===== config.mk =====
export PLATFORM = sky130hd
export DESIGN_NAME = detector_transicao_debounce
export DESIGN_NICKNAME = d
export VERILOG_FILES = /design/src/rtl/detector_transicao_debounce.sv
export SDC_FILE = /design/constraint.sdc
export NUM_CORES = 1
export LEC_CHECK = 0
export ABC_AREA = 1
export CAP_MARGIN = 40
export CELL_PAD_IN_SITES_DETAIL_PLACEMENT = 0
export CELL_PAD_IN_SITES_GLOBAL_PLACEMENT = 1
export CORE_MARGIN = 4
export CORE_UTILIZATION = 41
export CTS_CLUSTER_DIAMETER = 150
export CTS_CLUSTER_SIZE = 40
export DETAILED_ROUTE_END_ITERATION = 12
export PLACE_DENSITY_LB_ADDON = 0.1
export SLEW_MARGIN = 20
export SYNTH_ARGS = -nofsm -noshare
export SYNTH_HDL_FRONTEND = slang
export SYNTH_SLANG_ARGS = --single-unit

===== constraint.sdc =====
create_clock -name clock -period 12.15 [get_ports clock]
set_input_delay 3.0375 -clock clock [delete_from_list [all_inputs] [get_ports clock]]
set_output_delay 3.0375 -clock clock [all_outputs]
set_load 0.02 [all_outputs]

===== src/rtl/detector_transicao_debounce.sv =====
// Multi-channel pushbutton front end: synchroniser, stable-time debounce and
// registered edge pulses, with optional auto-repeat while a button is held.
module detector_transicao_debounce #(
    parameter int CHANNELS        = 4,
    parameter int SYNC_STAGES     = 2,
    parameter int DEBOUNCE_CYCLES = 50000,
    parameter int EDGE_MODE       = 0,
    parameter int REPEAT_EN       = 0,
    parameter int REPEAT_DELAY    = 25000000,
    parameter int REPEAT_PERIOD   = 5000000
) (
    input  logic                clock,
    input  logic                clear,
    input  logic                enable,
    input  logic [CHANNELS-1:0] signal_in,
    output logic [CHANNELS-1:0] level_out,
    output logic [CHANNELS-1:0] edge_detected
);

    localparam int MAX_A   = (DEBOUNCE_CYCLES > REPEAT_DELAY) ? DEBOUNCE_CYCLES : REPEAT_DELAY;
    localparam int MAX_CNT = (MAX_A > REPEAT_PERIOD) ? MAX_A : REPEAT_PERIOD;
    localparam int CW      = $clog2(MAX_CNT) + 1;

    localparam logic [CW-1:0] DEB_LIM = CW'(DEBOUNCE_CYCLES);
    localparam logic [CW-1:0] DLY_LIM = CW'(REPEAT_DELAY);
    localparam logic [CW-1:0] PER_LIM = CW'(REPEAT_PERIOD);
    localparam logic          ACTIVE  = (EDGE_MODE == 1) ? 1'b0 : 1'b1;

    for (genvar g = 0; g < CHANNELS; g++) begin : g_ch
        logic [SYNC_STAGES-1:0] sync_q;
        logic [CW-1:0]          deb_q;
        logic [CW-1:0]          deb_d;
        logic                   lvl_q;
        logic                   lvl_d;
        logic                   pulse_q;
        logic                   pulse_d;
        logic                   s;
        logic                   changed;
        logic                   edge_ok;
        logic                   rpt_fire;

        assign s = sync_q[SYNC_STAGES-1];

        // Debounce: the synced level must differ for a full counter run before it is accepted
        always_comb begin
            deb_d = '0;
            lvl_d = lvl_q;
            if (s != lvl_q) begin
                if (deb_q >= DEB_LIM) begin
                    lvl_d = s;
                    deb_d = '0;
                end else begin
                    deb_d = deb_q + 1'b1;
                end
            end else begin
                deb_d = '0;
            end
        end

        // Edge qualification against the selected edge type
        always_comb begin
            changed = (lvl_d != lvl_q);
            edge_ok = 1'b0;
            case (EDGE_MODE)
                0:       edge_ok = changed & lvl_d;
                1:       edge_ok = changed & ~lvl_d;
                default: edge_ok = changed;
            endcase
            pulse_d = enable & (edge_ok | rpt_fire);
        end

        if (REPEAT_EN != 0) begin : g_rpt
            logic [CW-1:0] rpt_q;
            logic [CW-1:0] rpt_d;
            logic          ph_q;
            logic          ph_d;
            logic          en_q;
            logic [CW-1:0] limit;

            assign limit = ph_q ? PER_LIM : DLY_LIM;

            // Repeat timer: counts only while the active level is held and enable was already high,
            // so entering the level or re-enabling restarts timing from that edge
            always_comb begin
                rpt_d    = '0;
                ph_d     = 1'b0;
                rpt_fire = 1'b0;
                if (!changed && (lvl_q == ACTIVE) && enable && en_q) begin
                    if ((rpt_q + 1'b1) == limit) begin
                        rpt_fire = 1'b1;
                        rpt_d    = '0;
                        ph_d     = 1'b1;
                    end else begin
                        rpt_d = rpt_q + 1'b1;
                        ph_d  = ph_q;
                    end
                end else begin
                    rpt_d = '0;
                    ph_d  = 1'b0;
                end
            end

            // Repeat state registers
            always_ff @(posedge clock or posedge clear) begin
                if (clear) begin
                    rpt_q <= '0;
                    ph_q  <= 1'b0;
                    en_q  <= 1'b0;
                end else begin
                    rpt_q <= rpt_d;
                    ph_q  <= ph_d;
                    en_q  <= enable;
                end
            end
        end else begin : g_norpt
            assign rpt_fire = 1'b0;
        end

        // Channel state registers
        always_ff @(posedge clock or posedge clear) begin
            if (clear) begin
                sync_q  <= '0;
                deb_q   <= '0;
                lvl_q   <= 1'b0;
                pulse_q <= 1'b0;
            end else begin
                sync_q  <= {sync_q[SYNC_STAGES-2:0], signal_in[g]};
                deb_q   <= deb_d;
                lvl_q   <= lvl_d;
                pulse_q <= pulse_d;
            end
        end

        assign level_out[g]     = lvl_q;
        assign edge_detected[g] = pulse_q;
    end

endmodule


==> metrics.txt, run 1 <==
setup slack, reg-to-reg=between 10000 and 15000 ps; GPL Wtd Cong=0.8100; starting density of the core=0.4267; Peak supply drop=0.1183 mV; hold buffer count at cts=0; Startpoint Class=flop; worst min-delay path class=flop to flop; Tmin final=4494 ps; reg2reg start=g_ch[3].deb_q[11]$_DFF_PP0_; area grow syn2layout=19.87%; Pre-antenna DRT Iters=4; Vias per Instance=~4.3; WP data arrival=1460 ps; total CTS buffers=17; grt met1 use=0.1891; Slowest-stage cell, CP=clkdlybuf4s50_1; busiest grt layer=met2; diode count=0; DRT Wirelength=between 9 and 10 mm; Routed Antenna Nets=0; Placement Setup Slack=between 7000 and 8000 ps; Final Hold Viols=0; first-pass GRT wire length=around 17 mm; Die ar.=around 0.015 sq mm; Detail Placement HPWL=6.580 mm; DR WL/cell=10.98 um; R2R Path End=g_ch[3].deb_q[0]$_DFF_PP0_; total leakage power=between 0.002 and 0.003 uW; Die Ht=123.5 um; root buffer cell=clkbuf_16; cells along the critical path=clkdlybuf4s50_1; Nets=around 700; met3 Resource Use GR=0.04026; Avg Inst Size Synth=8.813 sq um; Vias=3752; Crit path largest cell delay=~640 ps; Clk Latency, worst-skew pair=roughly 400 ps; number of library cell types mapped by synthesis=27; setup bufs post-CTS=0; status=complete, no violations; row count=between 40 and 50; reg2reg path depth=6; H-tree depth=4; synthesized cell area=0.005473 sq mm; Worst Path Class, Setup=flop to primary output; Cells after Synth=621; Sink Count=between 100 and 150; crit end category=primary output; count of final setup violators=0; Worst Skew=5.378 ps; initial antenna violation count=0; Fin Setup TNS=0 ps; post_cts resized=0; DRT iter0 DRCs=between 200 and 250; register clock-pin slew on the reported worst setup and hold paths=~50 ps; Max clock buf depth=2; met2 GRT Util=0.2297; Crit Path Max Fanout=4; unrepaired setup endpoints after global routing=no; CP top delay family=buffers and inverters; WP depth=1; vias in the first global route=3865; CTS tree=built; dpl cells=835; number of synthesized register bits=120; layout cell share with drive strength beyond 1=0.08465; commonest non-fill, non-tap cell in the layout=nand2_1; most frequent cells in the layout=nand2_1, nor2_1, dfrtp_1; Achievable Freq=0.2225 GHz; width of the die=around 120 um; io pins=15; core area=around 0.013 sq mm; min setup slack post-route=7656 ps; PortBufs=14; Slew Viols, Final=0; Final period util=0.3699; max_cap viols=0; hold_sp=g_ch[0].sync_q[0]$_DFF_PP0_; GRT Overall Usage=0.1459; Hold Path Depth=0; fin util=0.5115; largest net degree at the start of global routing=62; global route overflow=0; CP bufs+invs=1; sequential share of the synthesized area=0.5487; Syn. warnings=0; Worst Path Required=~9100 ps; DR DRC count=0; WHS=between 300 and 400 ps; fin cells=869; PwrDens=145.5 mW/mm^2; Hold EP=g_ch[0].sync_q[1]$_DFF_PP0_
-- cells by family (layout without fill, tap and decap cells) --
| kind of cell | Yosys count | in the layout | synth area share |
|---|---|---|---|
| xor+xnor | 42 | 42 | 0.06722 |
| simple gates | 356 | 356 | 0.2828 |
| fa+ha+maj | 8 | 8 | 0.01829 |
| compound gates | 14 | 14 | 0.01646 |
| buf+inv | 80 | 117 | 0.06584 |
| flops | 120 | 120 | 0.5487 |
| other cells | 1 | 40 | 0.0006852 |
-- metal layers --
| metal | up-vias | wire (um) | part of all wire |
|---|---|---|---|
| met3 | 15 | 316 | 0.033 |
| li1 | 1978 | - | - |
| met1 | 1719 | 4618 | 0.48 |
| met2 | 40 | 4471 | 0.47 |
| met4 | 0 | 138 | 0.014 |
| met5 | - | 0 | 0 |
-- through the flow --
| stage | power (uW) | area [sq um] |
|---|---|---|
| after global routing | 994.4 | 6560 |
| after detailed placement | 441.7 | 5879 |
| after global placement | 441.2 | 5879 |
| final | 954.2 | 6560 |
| after CTS | 968.2 | 6505 |
| after floorplan | 434.4 | 5619 |
-- cell type report --
cell class / instances / area (sq um)
Timing Repair Buffer: 17 / 202.7
Fill cell: 1212 / 6265
Inverter: 68 / 257.7
Clock inverter: 11 / 145.1
Tap cell: 172 / 215.2
Multi-Input combinational cell: 460 / 2256
Sequential cell: 120 / 3003
Clock buffer: 21 / 480.5
-- state kept, by name, summed over array words and instances, names as in the netlist --
name,cells
g_ch.deb_q,104
g_ch.sync_q,8
g_ch.lvl_q,4
g_ch.pulse_q,4
-- how the worst max path moves through the flow --
stage / from / end / slack (ps)
6_report: g_ch[2].lvl_q$_DFF_PP0_ / level_out[2] / 7660
2_1_floorplan: clear / g_ch[0].deb_q[0]$_DFF_PP0_ / 5930
4_1_cts: g_ch[2].lvl_q$_DFF_PP0_ / level_out[2] / 7610
3_5_place_dp: clear / g_ch[0].deb_q[11]$_DFF_PP0_ / 7270
3_3_place_gp: clear / g_ch[0].deb_q[11]$_DFF_PP0_ / 7270
5_1_grt: g_ch[2].lvl_q$_DFF_PP0_ / level_out[2] / 7570
-- power by group --
group / leakage [uW] / switching, uW / internal (uW)
logic: 0.00101 / 15.2 / 8.33
registers: 0.00155 / 3.47 / 409
clock network: 0.000301 / 174 / 343
-- synthesized netlist by cell type (all sizes together) --
master / instances / area [sq um]
and2: 1 / 6.260
buf: 12 / 105.1
a21oi: 4 / 20.02
xor2: 34 / 297.8
inv: 68 / 255.2
nand2: 151 / 576.8
nand4: 9 / 56.30
nor3: 7 / 56.31
nand3b: 4 / 30.03
nand3: 37 / 227.7
dfrtp: 120 / 3003
ha: 8 / 100.1
conb: 1 / 3.750
nor2: 141 / 556.8
o21bai: 8 / 60.06
o21ai: 2 / 10.01
xnor2: 8 / 70.07
or2: 6 / 37.54
Note: power is estimated with default switching activity, not from simulation.
==> run 2, diff against run 1 <==
clock period = 4.55 ns   (was 12.15 ns; I/O delays follow)
==> metrics.txt, run 2 (synthesis gave the netlist of run 1 again) <==
count of final setup violators=0 (unchanged); commonest non-fill, non-tap cell in the layout=nand2_1; Peak supply drop=0.2566 mV (+120%); Achievable Freq=0.3874 GHz; Pre-antenna DRT Iters=4 (unchanged); largest net degree at the start of global routing=41 (-34%); Nets=700 (+0.14%); Startpoint Class=flop; total CTS buffers=17 (unchanged); Worst Path Required=3410 ps (-5700 ps); layout cell share with drive strength beyond 1=0.08596 (+0.001311); reg2reg start=g_ch[3].deb_q[0]$_DFF_PP0_; Die Ht=123.5 um (unchanged); initial antenna violation count=0 (unchanged); PwrDens=366.9 mW/mm^2 (+150%); DRT iter0 DRCs=193 (-21%); most frequent cells in the layout=nand2_1, nor2_1, dfrtp_1; register clock-pin slew on the reported worst setup and hold paths=60 ps (about the same); biggest regs=g_ch.deb_q (104), g_ch.sync_q (8); WP data arrival=1440 ps (-20 ps); vias in the first global route=3745 (-3.1%); first-pass GRT wire length=16.81 mm (-2.7%); setup bufs post-CTS=0 (unchanged); Crit Path Max Fanout=4 (unchanged); Hold EP=g_ch[0].sync_q[1]$_DFF_PP0_; core area=0.01282 sq mm (unchanged); Worst Path Class, Setup=flop to primary output; DRT Wirelength=9.462 mm (-0.86%); worst min-delay path class=flop to flop; io pins=15 (unchanged); max reg flops=104 (unchanged); Hold Path Depth=0 (unchanged); Final Hold Viols=0 (unchanged); root buffer cell=clkbuf_16; Clk Latency, worst-skew pair=410 ps (about the same); Placement Setup Slack=2084 ps (-5189 ps); Reg with most FFs=g_ch.deb_q; Max clock buf depth=2 (unchanged); setup slack, reg-to-reg=3060 ps (-7550 ps); Sink Count=120 (unchanged); starting density of the core=0.4267 (unchanged); Final period util=0.5674; hold_sp=g_ch[0].sync_q[0]$_DFF_PP0_; CTS tree=built; DR WL/cell=10.88 um (-0.97%); Multi-input gate area=0.002256 sq mm (unchanged); unrepaired setup endpoints after global routing=no; R2R Path End=g_ch[3].deb_q[10]$_DFF_PP0_; Routed Antenna Nets=0 (unchanged); Fin Setup TNS=0 ps (unchanged); max_cap viols=0 (unchanged); Vias=3756 (+0.11%); Worst Skew=6.986 ps (+1.608 ps); CP top delay family=buffers and inverters; diode count=0 (unchanged); crit end category=primary output; global route overflow=0 (unchanged); min setup slack post-route=1969 ps (-5688 ps); width of the die=123.5 um (unchanged); FF+latch area=0.003003 sq mm (unchanged); row count=41 (unchanged); GPL Wtd Cong=0.7832 (-3.3%); Slew Viols, Final=0 (unchanged); DR DRC count=0 (unchanged); H-tree depth=4 (unchanged); post_cts resized=0 (unchanged); Vias per Instance=4.317 (about the same); filler cell count=1248 (+3.0%); PortBufs=14 (unchanged); Slowest-stage cell, CP=clkdlybuf4s50_1; status=complete, no violations; GRT Overall Usage=0.1425 (-0.003334); Die ar.=0.01526 sq mm (unchanged); Crit path largest cell delay=650 ps (about the same); area grow syn2layout=18.02%; CP bufs+invs=1 (unchanged); total leakage power=0.002813 uW (-1.7%); Tmin final=2582 ps; hold buffer count at cts=0 (unchanged); cells along the critical path=clkdlybuf4s50_1; Detail Placement HPWL=6.691 mm (+1.7%); reg2reg path depth=6 (unchanged)
## run 2: final cells by class
class	instances	area share
repair buffers	18	0.02828
multi-input cells	460	0.3493
inverters	68	0.03991
clock inverters	15	0.01840
clock buffers	17	0.06587
flip-flops and latches	120	0.4649
well taps	172	0.03332
## run 2: worst max path at each step
stage                       startpoint                          end  slack (ps)  depth (start not counted)
3_5_place_dp                     clear   g_ch[1].deb_q[4]$_DFF_PP0_        2080                          4
3_3_place_gp                     clear  g_ch[1].deb_q[10]$_DFF_PP0_        1990                          3
6_report       g_ch[2].lvl_q$_DFF_PP0_                 level_out[2]        1970                          1
5_1_grt        g_ch[2].lvl_q$_DFF_PP0_                 level_out[2]        1900                          1
2_1_floorplan                    clear   g_ch[0].deb_q[0]$_DFF_PP0_         230                          1
4_1_cts        g_ch[2].lvl_q$_DFF_PP0_                 level_out[2]        1930                          1
## run 2: through the flow
step                      utilization  hold slack [ps]  total power, uW  area (sq um)  instances
final                          0.5036            346.7             2370          6459        870
after global routing           0.5036            355.9             2470          6459        870
after CTS                      0.5036            347.9             2408          6459        870
after detailed placement       0.4612            334.7             1183          5914        838
after global placement         0.4596            332.1             1179          5894        837
after floorplan                     -            331.2             1160          5619        660
## run 2: layer usage
layer  vias to the layer above  track usage  wire length [um]
met1                      1714       0.1899              4772
met3                        15      0.04392               285
li1                       1990            -                 -
met2                        37       0.2154              4237
met4                         0      0.06159               167
met5                         -            0                 0
## run 2: report_power, final
part / switching, uW / leakage [uW] / internal, uW
clock: 504 / 0.000257 / 704
sequential: 9.19 / 0.00155 / 1090
combinational: 40.2 / 0.00100 / 20.2
total: 553 / 0.00281 / 1820
